### src/rtl/baud_generator_frac.sv
// Fractional baud tick generator: programmable int.frac divisor,
// oversampled rx_tick and derived tx_tick, glitch-free divisor updates.
module baud_generator_frac #(
  parameter int INT_W          = 16,
  parameter int FRAC_W         = 4,
  parameter int OVERSAMPLE     = 16,
  parameter int RESET_DIV_INT  = 325,
  parameter int RESET_DIV_FRAC = 8
) (
  input  logic                          clk,
  input  logic                          rst,
  input  logic                          baud_gen_en,
  input  logic                          sync_clr,
  input  logic [INT_W-1:0]              div_int,
  input  logic [FRAC_W-1:0]             div_frac,
  input  logic                          div_load,
  output logic                          div_pending,
  output logic                          rx_tick,
  output logic                          tx_tick,
  output logic [$clog2(OVERSAMPLE)-1:0] os_index
);

  localparam int OS_W = $clog2(OVERSAMPLE);
  localparam logic [OS_W-1:0] OS_LAST = OS_W'(OVERSAMPLE - 1);
  localparam logic [INT_W-1:0] RST_INT = INT_W'(RESET_DIV_INT);
  localparam logic [FRAC_W-1:0] RST_FRAC = FRAC_W'(RESET_DIV_FRAC);

  logic [INT_W:0]    cnt;
  logic [FRAC_W-1:0] acc;
  logic              ext;
  logic [INT_W-1:0]  act_int;
  logic [INT_W-1:0]  sh_int;
  logic [FRAC_W-1:0] act_frac;
  logic [FRAC_W-1:0] sh_frac;
  logic [INT_W:0]    eff_int;
  logic [INT_W:0]    period;
  logic              wrap;
  logic [FRAC_W-1:0] nxt_frac;
  logic [FRAC_W:0]   sum;

  // Divisors below 2 are clamped; the extend bit stretches a period by one.
  assign eff_int  = (act_int < INT_W'(2)) ? (INT_W+1)'(2)
                                          : {1'b0, act_int};
  assign period   = eff_int + {{INT_W{1'b0}}, ext};
  assign wrap     = baud_gen_en && (cnt == period - (INT_W+1)'(1));
  assign nxt_frac = div_pending ? sh_frac : act_frac;
  assign sum      = {1'b0, acc} + {1'b0, nxt_frac};

  // Shadow capture and hand-over of the divisor at tick boundaries.
  always_ff @(posedge clk or posedge rst) begin
    if (rst) begin
      act_int     <= RST_INT;
      act_frac    <= RST_FRAC;
      sh_int      <= RST_INT;
      sh_frac     <= RST_FRAC;
      div_pending <= 1'b0;
    end else if (sync_clr) begin
      if (div_load) begin
        act_int  <= div_int;
        act_frac <= div_frac;
        sh_int   <= div_int;
        sh_frac  <= div_frac;
      end else if (div_pending) begin
        act_int  <= sh_int;
        act_frac <= sh_frac;
      end
      div_pending <= 1'b0;
    end else begin
      if (wrap && div_pending) begin
        act_int  <= sh_int;
        act_frac <= sh_frac;
      end
      if (div_load) begin
        sh_int      <= div_int;
        sh_frac     <= div_frac;
        div_pending <= 1'b1;
      end else if (wrap) begin
        div_pending <= 1'b0;
      end
    end
  end

  // Period counter, fractional accumulator and oversample phase.
  always_ff @(posedge clk or posedge rst) begin
    if (rst) begin
      cnt      <= '0;
      acc      <= '0;
      ext      <= 1'b0;
      os_index <= '0;
    end else if (sync_clr) begin
      cnt      <= '0;
      acc      <= '0;
      ext      <= 1'b0;
      os_index <= '0;
    end else if (baud_gen_en) begin
      if (wrap) begin
        cnt      <= '0;
        acc      <= sum[FRAC_W-1:0];
        ext      <= sum[FRAC_W];
        os_index <= os_index + OS_W'(1);
      end else begin
        cnt <= cnt + (INT_W+1)'(1);
      end
    end
  end

  // Registered one-cycle tick pulses.
  always_ff @(posedge clk or posedge rst) begin
    if (rst) begin
      rx_tick <= 1'b0;
      tx_tick <= 1'b0;
    end else begin
      rx_tick <= !sync_clr && wrap;
      tx_tick <= !sync_clr && wrap && (os_index == OS_LAST);
    end
  end

endmodule

### config.mk
export PLATFORM = sky130hd
export DESIGN_NAME = baud_generator_frac
export DESIGN_NICKNAME = d
export VERILOG_FILES = /design/src/rtl/baud_generator_frac.sv
export SDC_FILE = /design/constraint.sdc
export NUM_CORES = 1
export LEC_CHECK = 0
export ABC_AREA = 1
export CAP_MARGIN = 10
export CORE_MARGIN = 5
export CORE_UTILIZATION = 35
export CTS_CLUSTER_DIAMETER = 40
export DETAILED_ROUTE_END_ITERATION = 12
export PLACE_DENSITY = 0.6
export SLEW_MARGIN = 20
export SYNTH_ARGS = -nofsm -noshare
export SYNTH_HDL_FRONTEND = slang
export SYNTH_SLANG_ARGS = --single-unit
### constraint.sdc
create_clock -name clk -period 6.9 [get_ports clk]
set_input_delay 0.69 -clock clk [delete_from_list [all_inputs] [get_ports clk]]
set_output_delay 0.69 -clock clk [all_outputs]
set_load 0.1 [all_outputs]
After elaboration in Yosys (flattened, before gate mapping) --
Index checks and enable logic that the tools add are counted. W data, S select, Z words.
Operators by class: $add $sub $neg 5, magnitude comparators 1, eq/ne operators 3, multiplexer cells 24, reduce and logical (&&, ||, !) cells 11
Operators by type and width (number):
- $mux W16 | 5
- $mux W17 | 3
- $mux W4 | 10
- $add A16 B1 Y17 | 1
- $add A17 B1 Y17 const B | 1
- $eq A17 B17 Y1 | 1
- $sub A17 B1 Y17 const B | 1
- $lt A16 B2 Y1 const B | 1
- $mux W1 | 6
- $reduce_bool A2 Y1 | 3
- $add A4 B4 Y5 | 1
- $add A4 B1 Y4 const B | 1
- $eq A4 B4 Y1 const B | 1
- $logic_and A1 B1 Y1 | 4
- $reduce_and A2 Y1 | 2
- $ne A3 B1 Y1 const B | 1
- $reduce_bool A3 Y1 | 1
- $logic_not A1 Y1 | 1
Storage, ports and cells: flip-flop bits (word level) 69, input bits 25, output and inout bits 7

Longest topological paths before layout --
Gate-level depths: netlist (run 1).
depth after elaboration 9, gate-level depth with buffers 21, depth with buffers taken out 20

Worst setup path after synthesis (run 1) --
No wires, ideal clock.
kind reg2reg, from register act_int[6], to register act_int[5], library setup time 118 ps, data arrival time 2576 ps, data required time 6782 ps, slack 4206 ps, stages on the path, launching flop included 21, path buffers 1, cell sequence dfstp_2 -> nor2_1 -> nand2_2 -> nor2_4 -> nand2_4 -> nand2_1 -> ha_1 -> ha_1 -> nand2_1 -> xor2_1 -> or2_2 -> nand3_1 -> nor2_1 -> nand2_1 -> nor2_2 -> nand3_2 -> nand2_4 -> nand3_4 -> buf_6 -> nand2_1 -> nand2_1
On the way: cells in the longest elaborated chain, start to end 9
RTL lines:
- start: declaration | line 31 | logic [INT_W-1:0] act_int;
- start signal: assignment | line 59 | act_int <= div_int;
- start signal: assignment | line 64 | act_int <= sh_int;
- start signal: assignment | line 70 | act_int <= sh_int;
- $lt A16 B2 Y1 | line 42 | assign eff_int = (act_int < INT_W'(2)) ? (INT_W+1)'(2)
- $mux W16 * | line 42
- $add A16 B1 Y17 * | line 44 | assign period = eff_int + {{INT_W{1'b0}}, ext};
- $sub A17 B1 Y17 * | line 45 | assign wrap = baud_gen_en && (cnt == period - (INT_W+1)'(1));
- $eq A17 B17 Y1 * | line 45
- $logic_and A1 B1 Y1 * | line 45
- $logic_and A1 B1 Y1 * | line 69 | if (wrap && div_pending) begin
- $reduce_bool A2 Y1 (no line) *
- $reduce_and A2 Y1 (no line) *
Mark *: on every way between the ends. The rest lies on a longest branch, timed or not. A chain may end at the register's enable or synchronous reset.

Worst setup path after layout (run 1) --
from register act_int[11], to register act_int[15]
The elaborated chain is that of the path after synthesis.

==> run metrics, run 1 <==
final instance area=about 0.0046 sq mm; number of flops mapped to enable cells by yosys=0; CP Class=reg -> reg; I/O pin count=32; CP Capture Type=register; share of cells above drive strength 1=9.25%; clock buffer depth=2; routed wire length=8.27 mm; post-CTS setup repair buffer count=0; sequential area share after synthesis=approximately 44%; FFs w/ async S/R, synth=100%; CTS sink cnt=69; final worst-path cycle share=51.4%; arrival time worst endpoint=around 3.8 ns; Post-DP HPWL=slightly below 6 mm; nets=approximately 560; Max IR drop VDD=roughly 130 uV; crit path time final=between 3 and 4 ns; CTS clk-pin slew, worst paths=roughly 0.08 ns; RSZ-0062 raised after global routing=false; GRT Overall Usage=between 10 and 15%; P_leak=2.13 nW; worst slew pin tran=~0.97 ns; initial drt markers=about 150; clk root buf=clkbuf_8; syn nets=between 500 and 600; total CTS buffers=9; Power per Cell Area=241 mW/mm^2; CTS tree=done; Synth Register Bits=69; H-tree levels=3; Core ar.=0.0109 sq mm; Die Span X=116 microns; DRC viols=0; DR pass1 iterations=4; worst hold slack=approximately 0.48 ns; worst hold path type=reg -> reg; Yosys cell types=36; FMAX=around 280 MHz; Vias=between 3k and 4k; post-DR vias/cell=between 4 and 5; Max-Cap Viols=0; area grow syn2layout=16.9%; Post-Synthesis Cell Area=0.00392 sq mm; FP Rows=38; Syn Inst Count=497; post-route ant nets=0; final slew viol count=0; # fillers=~1.1k; syn avg cell area=7.88 sq um; Starting Density=36.0%; first-pass GRT wire length=15.1 mm; ys flop type=dfrtp_1; Worst Setup Start Kind=register; relative max-transition margin=35.4%; initial antenna violation count=0; Syn. warnings=0; Synth top area share=a little under two fifths; # diodes=0; IO buf count=31; outcome=complete, no violations; Final Power=between 0.001 and 0.0015 W; crit path max fanout=36; Req. time, crit path=~7 ns; synth top area cells=dfrtp_1, nand2_1, dfstp_2; Die H=116 microns; largest net degree at the start of global routing=70; Overflow after GRT=0; die area=roughly 0.013 sq mm; GPL Wtd Cong=approximately 0.87; Hold-fix buffers, CTS=0; final number of setup-violating endpoints=0; Skew-Pair Late Insertion Delay=around 0.35 ns; vias in the first global route=approximately 3.2k; area leader, netlist=dfrtp_1; Resize count post-CTS=0; Cell Area, Placed=0.00434 sq mm; clk_skew=approximately 0.0055 ns; final hold vios=0; Avg WL per Cell=between 10 and 15 microns; Setup TNS=0 ns
layout make-up:
type / count / area (sq um) / area share, %
timing repair buffer: 34 / 333 / 7.27
inverter: 45 / 169 / 3.69
tap: 140 / 175 / 3.83
sequential: 69 / 1740 / 38.0
clock buffer: 9 / 124 / 2.71
multi-input combinational: 366 / 1920 / 42.0
clock inverter: 7 / 114 / 2.49
where the power goes:
part,switching (W),internal [W],total [W]
registers,0.0000314,0.000444,0.000475
logic,0.000141,0.0000865,0.000228
clock network,0.000163,0.000239,0.000402
cells by family after synthesis:
family | share of synthesized area (%)
buffers and inverters | 6.48
DFF | 44.4
xor gates and xnor gates | 7.83
and+or+nand+nor | 30.0
adders and majority gates | 3.07
AOI/OAI and AO/OA | 8.21
Yosys cell counts (3+ instances only):
library cell / n
dfrtp_1: 59
nand2_2: 3
a21oi_1: 6
inv_1: 43
nor2_2: 5
nor2_4: 3
nor2_1: 36
o21ai_0: 50
nand2_1: 142
buf_4: 3
nor3_1: 9
clkbuf_1: 9
nand3_1: 32
xor2_1: 26
ha_1: 8
xnor2_1: 9
dfstp_2: 10
nand4_1: 21
placed cells by master (no fill, tap or decap), types with 2 or more instances in the layout:
master	instances
clkinv_2	3
xnor2_1	9
o21ai_1	2
bufinv_16	3
nand4_1	21
nor3_1	9
a21oi_1	6
o21ai_0	50
nor2_4	3
nor2_2	5
inv_1	42
dfstp_2	10
buf_4	3
nand2_4	2
inv_2	2
nand3_1	32
clkdlybuf4s50_1	31
nor2_1	36
clkbuf_8	9
ha_1	8
nand2_1	142
dfrtp_1	59
xor2_1	26
nand3_2	2
nand2_2	3
metrics by stage:
| stage | utilization (%) | cells | setup slack [ns] |
|---|---|---|---|
| final | 42.0 | 670 | 3.35 |
| after detailed placement | 39.9 | 654 | 3.34 |
| after global placement | 39.9 | 654 | 3.45 |
| after CTS | 42.0 | 670 | 3.33 |
| after global routing | 42.0 | 670 | 2.90 |
| after floorplan | - | 497 | 4.21 |
path summary, 6_finish.rpt:
path | from | endpoint | slack (ns) | depth (start not counted)
max reg2reg | act_int[11]$_DFFE_PP0P_ | act_int[15]$_DFFE_PP0P_ | 3.35 | 18
max in group asynchronous | rst | cnt[14]$_DFFE_PP0P_ | 5.43 | 3
min in group asynchronous | rst | rx_tick$_DFF_PP0_ | 0.92 | 3
min reg2reg | act_int[0]$_DFFE_PP1P_ | act_int[0]$_DFFE_PP1P_ | 0.48 | 2
min | act_int[0]$_DFFE_PP1P_ | act_int[0]$_DFFE_PP1P_ | 0.48 | 2
max | act_int[11]$_DFFE_PP0P_ | act_int[15]$_DFFE_PP0P_ | 3.35 | 18
sequential cells by signal (all words and copies together), names as in the netlist:
register	cells
cnt	17
ext	1
sh_frac	4
sh_int	16
div_pending	1
act_frac	4
tx_tick	1
os_index	4
acc	4
act_int	16
rx_tick	1
per-layer routing:
layer / GRT usage (%) / part of all wire (%)
met1: 19.9 / 51
met2: 21.1 / 45
met3: 2.35 / 2.6
met4: 5.49 / 1.2
met5: 0 / 0
worst max-delay path, stage by stage (launching register included):
cell	delay, ns
dfrtp_1	0.43
nor2_1	0.19
nand2_1	0.12
nor2_4	0.14
nand2_4	0.09
nand2_1	0.07
ha_1	0.17
ha_1	0.21
nand2_1	0.13
nor2_4	0.18
nand4_1	0.12
xor2_1	0.15
nand3_1	0.09
nor2_1	0.14
nand3_2	0.30
nand2_4	0.43
nand3_4	0.26
nand2_1	0.13
nand2_1	0.06
No activity file was read; power rests on OpenSTA's default activity.
==> inputs of run 2 (changes only) <==
--- a/config.mk
+++ b/config.mk
@@ -11,7 +11,7 @@
 export CORE_UTILIZATION = 35
 export CTS_CLUSTER_DIAMETER = 40
 export DETAILED_ROUTE_END_ITERATION = 12
-export PLACE_DENSITY = 0.6
+export PLACE_DENSITY = 0.62
 export SLEW_MARGIN = 20
 export SYNTH_ARGS = -nofsm -noshare
 export SYNTH_HDL_FRONTEND = slang
==> constraint.sdc (replaced) <==
create_clock -name clk -period 3.16 [get_ports clk]
set_input_delay 0.316 -clock clk [delete_from_list [all_inputs] [get_ports clk]]
set_output_delay 0.316 -clock clk [all_outputs]
set_load 0.1 [all_outputs]
==> run 2 against run 1 <==
  * First-iteration DRC count fell by 24%
  * Via count rose by 4.7%
  * Hold slack got worse by 0.13 ns
  * Largest cell class unchanged
  * Clock-buffer cell count rose by 1
  * Critical endpoint is now act_int[10]$_DFFE_PP0P_
  * Critical path depth rose by 1
  * Clock power rose by 94%
  * Sequential power rose by 120%
  * Flip-flop and latch count did not move
  * Routed wire length rose by 6.6%
==> run metrics, run 2 (synthesis results as in run 1) <==
Starting Density=36.0%; P_leak=2.20 nW; CTS tree=done; fin util=44.0%; clock buffer depth=2; Die Span X=roughly 120 microns; crit path max fanout=8; FF-to-FF setup slack=just over 0.2 ns; crit-path cells=nor2_2, nand2_2, nor2_4, nand2_4, nand2_1, ha_2, nand2_1, nor2_1, nand3_2, nor2_2, nand2_1, nand2_1, nand3_1, nor2_2, nand3_4, nand2_8, nand3_4, nand2_1, nand2_1; I/O pin count=32; post-route ant nets=0; final instance area=0.00479 sq mm; Req. time, crit path=around 3.4 ns; Core ar.=between 0.01 and 0.015 sq mm; Skew-Pair Late Insertion Delay=between 0.3 and 0.4 ns; biggest regs=cnt: 17 flops, act_int: 16 flops, sh_int: 16 flops; Hold-fix buffers, CTS=0; worst hold path type=in -> async; Final Power=approximately 0.0024 W; H-tree levels=3; IO buf count=31; final worst-path cycle share=between 90% and 100%; clk_skew=about 0.014 ns; leading cell type in the layout, fill and taps excluded=nand2_1; initial drt markers=117; GPL Wtd Cong=slightly below 0.9; vias in the first global route=about 3.2k; Avg WL per Cell=12.9 microns; commonest non-fill, non-tap cells in the layout=nand2_1, dfrtp_1, o21ai_0, inv_1; # diodes=0; met2 WL=roughly 4.0 mm; first-pass GRT wire length=14.8 mm; DRC viols=0; met3 wire length=around 290 microns; DR pass1 iterations=4; outcome=complete, no violations; FMAX=approximately 340 MHz; largest register by flop count=cnt; max FFs per register=17; CP delay by family, top=simple AND/OR/NAND/NOR gates; crit path to=act_int[10]$_DFFE_PP0P_; CP Depth=19; Met1 Routed Length=between 4 and 5 mm; final slew viol count=0; CP Capture Type=register; final number of setup-violating endpoints=0; FP Rows=38; largest net degree at the start of global routing=70; post-DR vias/cell=approximately 5; arrival time worst endpoint=3.20 ns; Reg2Reg Depth=19; GRT Overall Usage=between 10% and 20%; Worst Setup Start Kind=register; Power per Cell Area=~500 mW/mm^2; Die H=~120 microns; routed wire length=between 8 and 9 mm; clk root buf=clkbuf_8; total CTS buffers=9; Cell Area, Placed=0.00439 sq mm; Vias=approximately 3.4k; most numerous cell on the critical path=nand2_1; Overflow after GRT=0; final hold vios=0; Max-Cap Viols=0; die area=around 0.013 sq mm; Top Layer Used=met4; Max IR drop VDD=~250 uV; max incr delay on CP=0.43 ns; Critical path origin=act_int[11]$_DFFE_PP0P_; CP Class=reg -> reg; initial antenna violation count=0; relative max-transition margin=between 30% and 40%; crit path time final=around 3 ns; worst path buffer plus inverter count=0; Reg2Reg Launch Point=act_int[11]$_DFFE_PP0P_; nets=approximately 570; area grow syn2layout=22.2%; CTS sink cnt=69; share of cells above drive strength 1=between 10% and 20%; Placed Instances=~660; fin cells=just under 700; CTS clk-pin slew, worst paths=roughly 0.090 ns; Reg-to-Reg End=act_int[10]$_DFFE_PP0P_; worst slew pin tran=about 0.97 ns; Crit-path slowest cell=dfrtp_1; Post-DP HPWL=about 6.1 mm
run 2: per-layer routing:
metal / track usage [%] / vias to the layer above
met4: 5.72 / 0
met2: 20.6 / 60
met1: 19.6 / 1592
met5: 0 / -
li1: - / 1697
met3: 2.45 / 20
run 2: what timing repair did:
action | 4_1_cts | 5_1_grt
gates resized for setup | 0 | 29
endpoints found under the hold margin | 0 | 0
endpoints found under the setup margin | 0 | 47
setup buffers | 0 | 7
run 2: report_power, final:
group / switching (W) / internal (W) / leakage, nW
logic: 0.000345 / 0.000233 / 1.22
registers: 0.0000716 / 0.000971 / 0.875
clock network: 0.000385 / 0.000393 / 0.107
total: 0.000802 / 0.00160 / 2.20
run 2: cell type report:
cell class,count,area [sq um]
Fill cell,1067,6100
Timing Repair Buffer,47,477
Clock inverter,6,70.1
Sequential cell,69,1740
Tap cell,140,175
Multi-Input combinational cell,367,2020
Clock buffer,10,138
Inverter,45,169
run 2: worst reg2reg max path, stage by stage, from the launching register on:
cell and delay, ns:
dfrtp_1 0.43, nor2_2 0.19, nand2_2 0.09, nor2_4 0.13
nand2_4 0.09, nand2_1 0.08, ha_2 0.20, nand2_1 0.10
nor2_1 0.22, nand3_2 0.14, nor2_2 0.14, nand2_1 0.06
nand2_1 0.06, nand3_1 0.07, nor2_2 0.17, nand3_4 0.16
nand2_8 0.17, nand3_4 0.15, nand2_1 0.12, nand2_1 0.05
run 2: how the worst min path moves through the flow:
stage                            start  depth (start not counted)  slack, ns                       to
5_1_grt                            rst                          3       0.40        rx_tick$_DFF_PP0_
2_1_floorplan   act_int[0]$_DFFE_PP1P_                          2       0.44   act_int[0]$_DFFE_PP1P_
6_report                           rst                          3       0.34        rx_tick$_DFF_PP0_
3_3_place_gp   act_frac[1]$_DFFE_PP0P_                          2       0.47  act_frac[1]$_DFFE_PP0P_
3_5_place_dp    act_int[0]$_DFFE_PP1P_                          2       0.47   act_int[0]$_DFFE_PP1P_
4_1_cts                            rst                          3       0.37  act_frac[1]$_DFFE_PP0P_
run 2: stage by stage:
step	hold WS, ns	setup WS (ns)	TNS (ns)
detailed placement	0.475	0.0757	0
global route	0.397	-0.0275	-0.0687
CTS	0.369	0.0460	0
global placement	0.468	0.195	0
finish	0.345	0.205	0
floorplan	0.442	0.466	0
==> inputs of run 3 (changes only) <==
--- a/config.mk
+++ b/config.mk
@@ -11,8 +11,8 @@
 export CORE_UTILIZATION = 35
 export CTS_CLUSTER_DIAMETER = 40
 export DETAILED_ROUTE_END_ITERATION = 12
+export HOLD_SLACK_MARGIN = 0.15
 export PLACE_DENSITY = 0.62
-export SLEW_MARGIN = 20
 export SYNTH_ARGS = -nofsm -noshare
 export SYNTH_HDL_FRONTEND = slang
 export SYNTH_SLANG_ARGS = --single-unit
==> results of run 3 <==
Same layout as run 2: the final DEF is identical, and so are final timing and power.
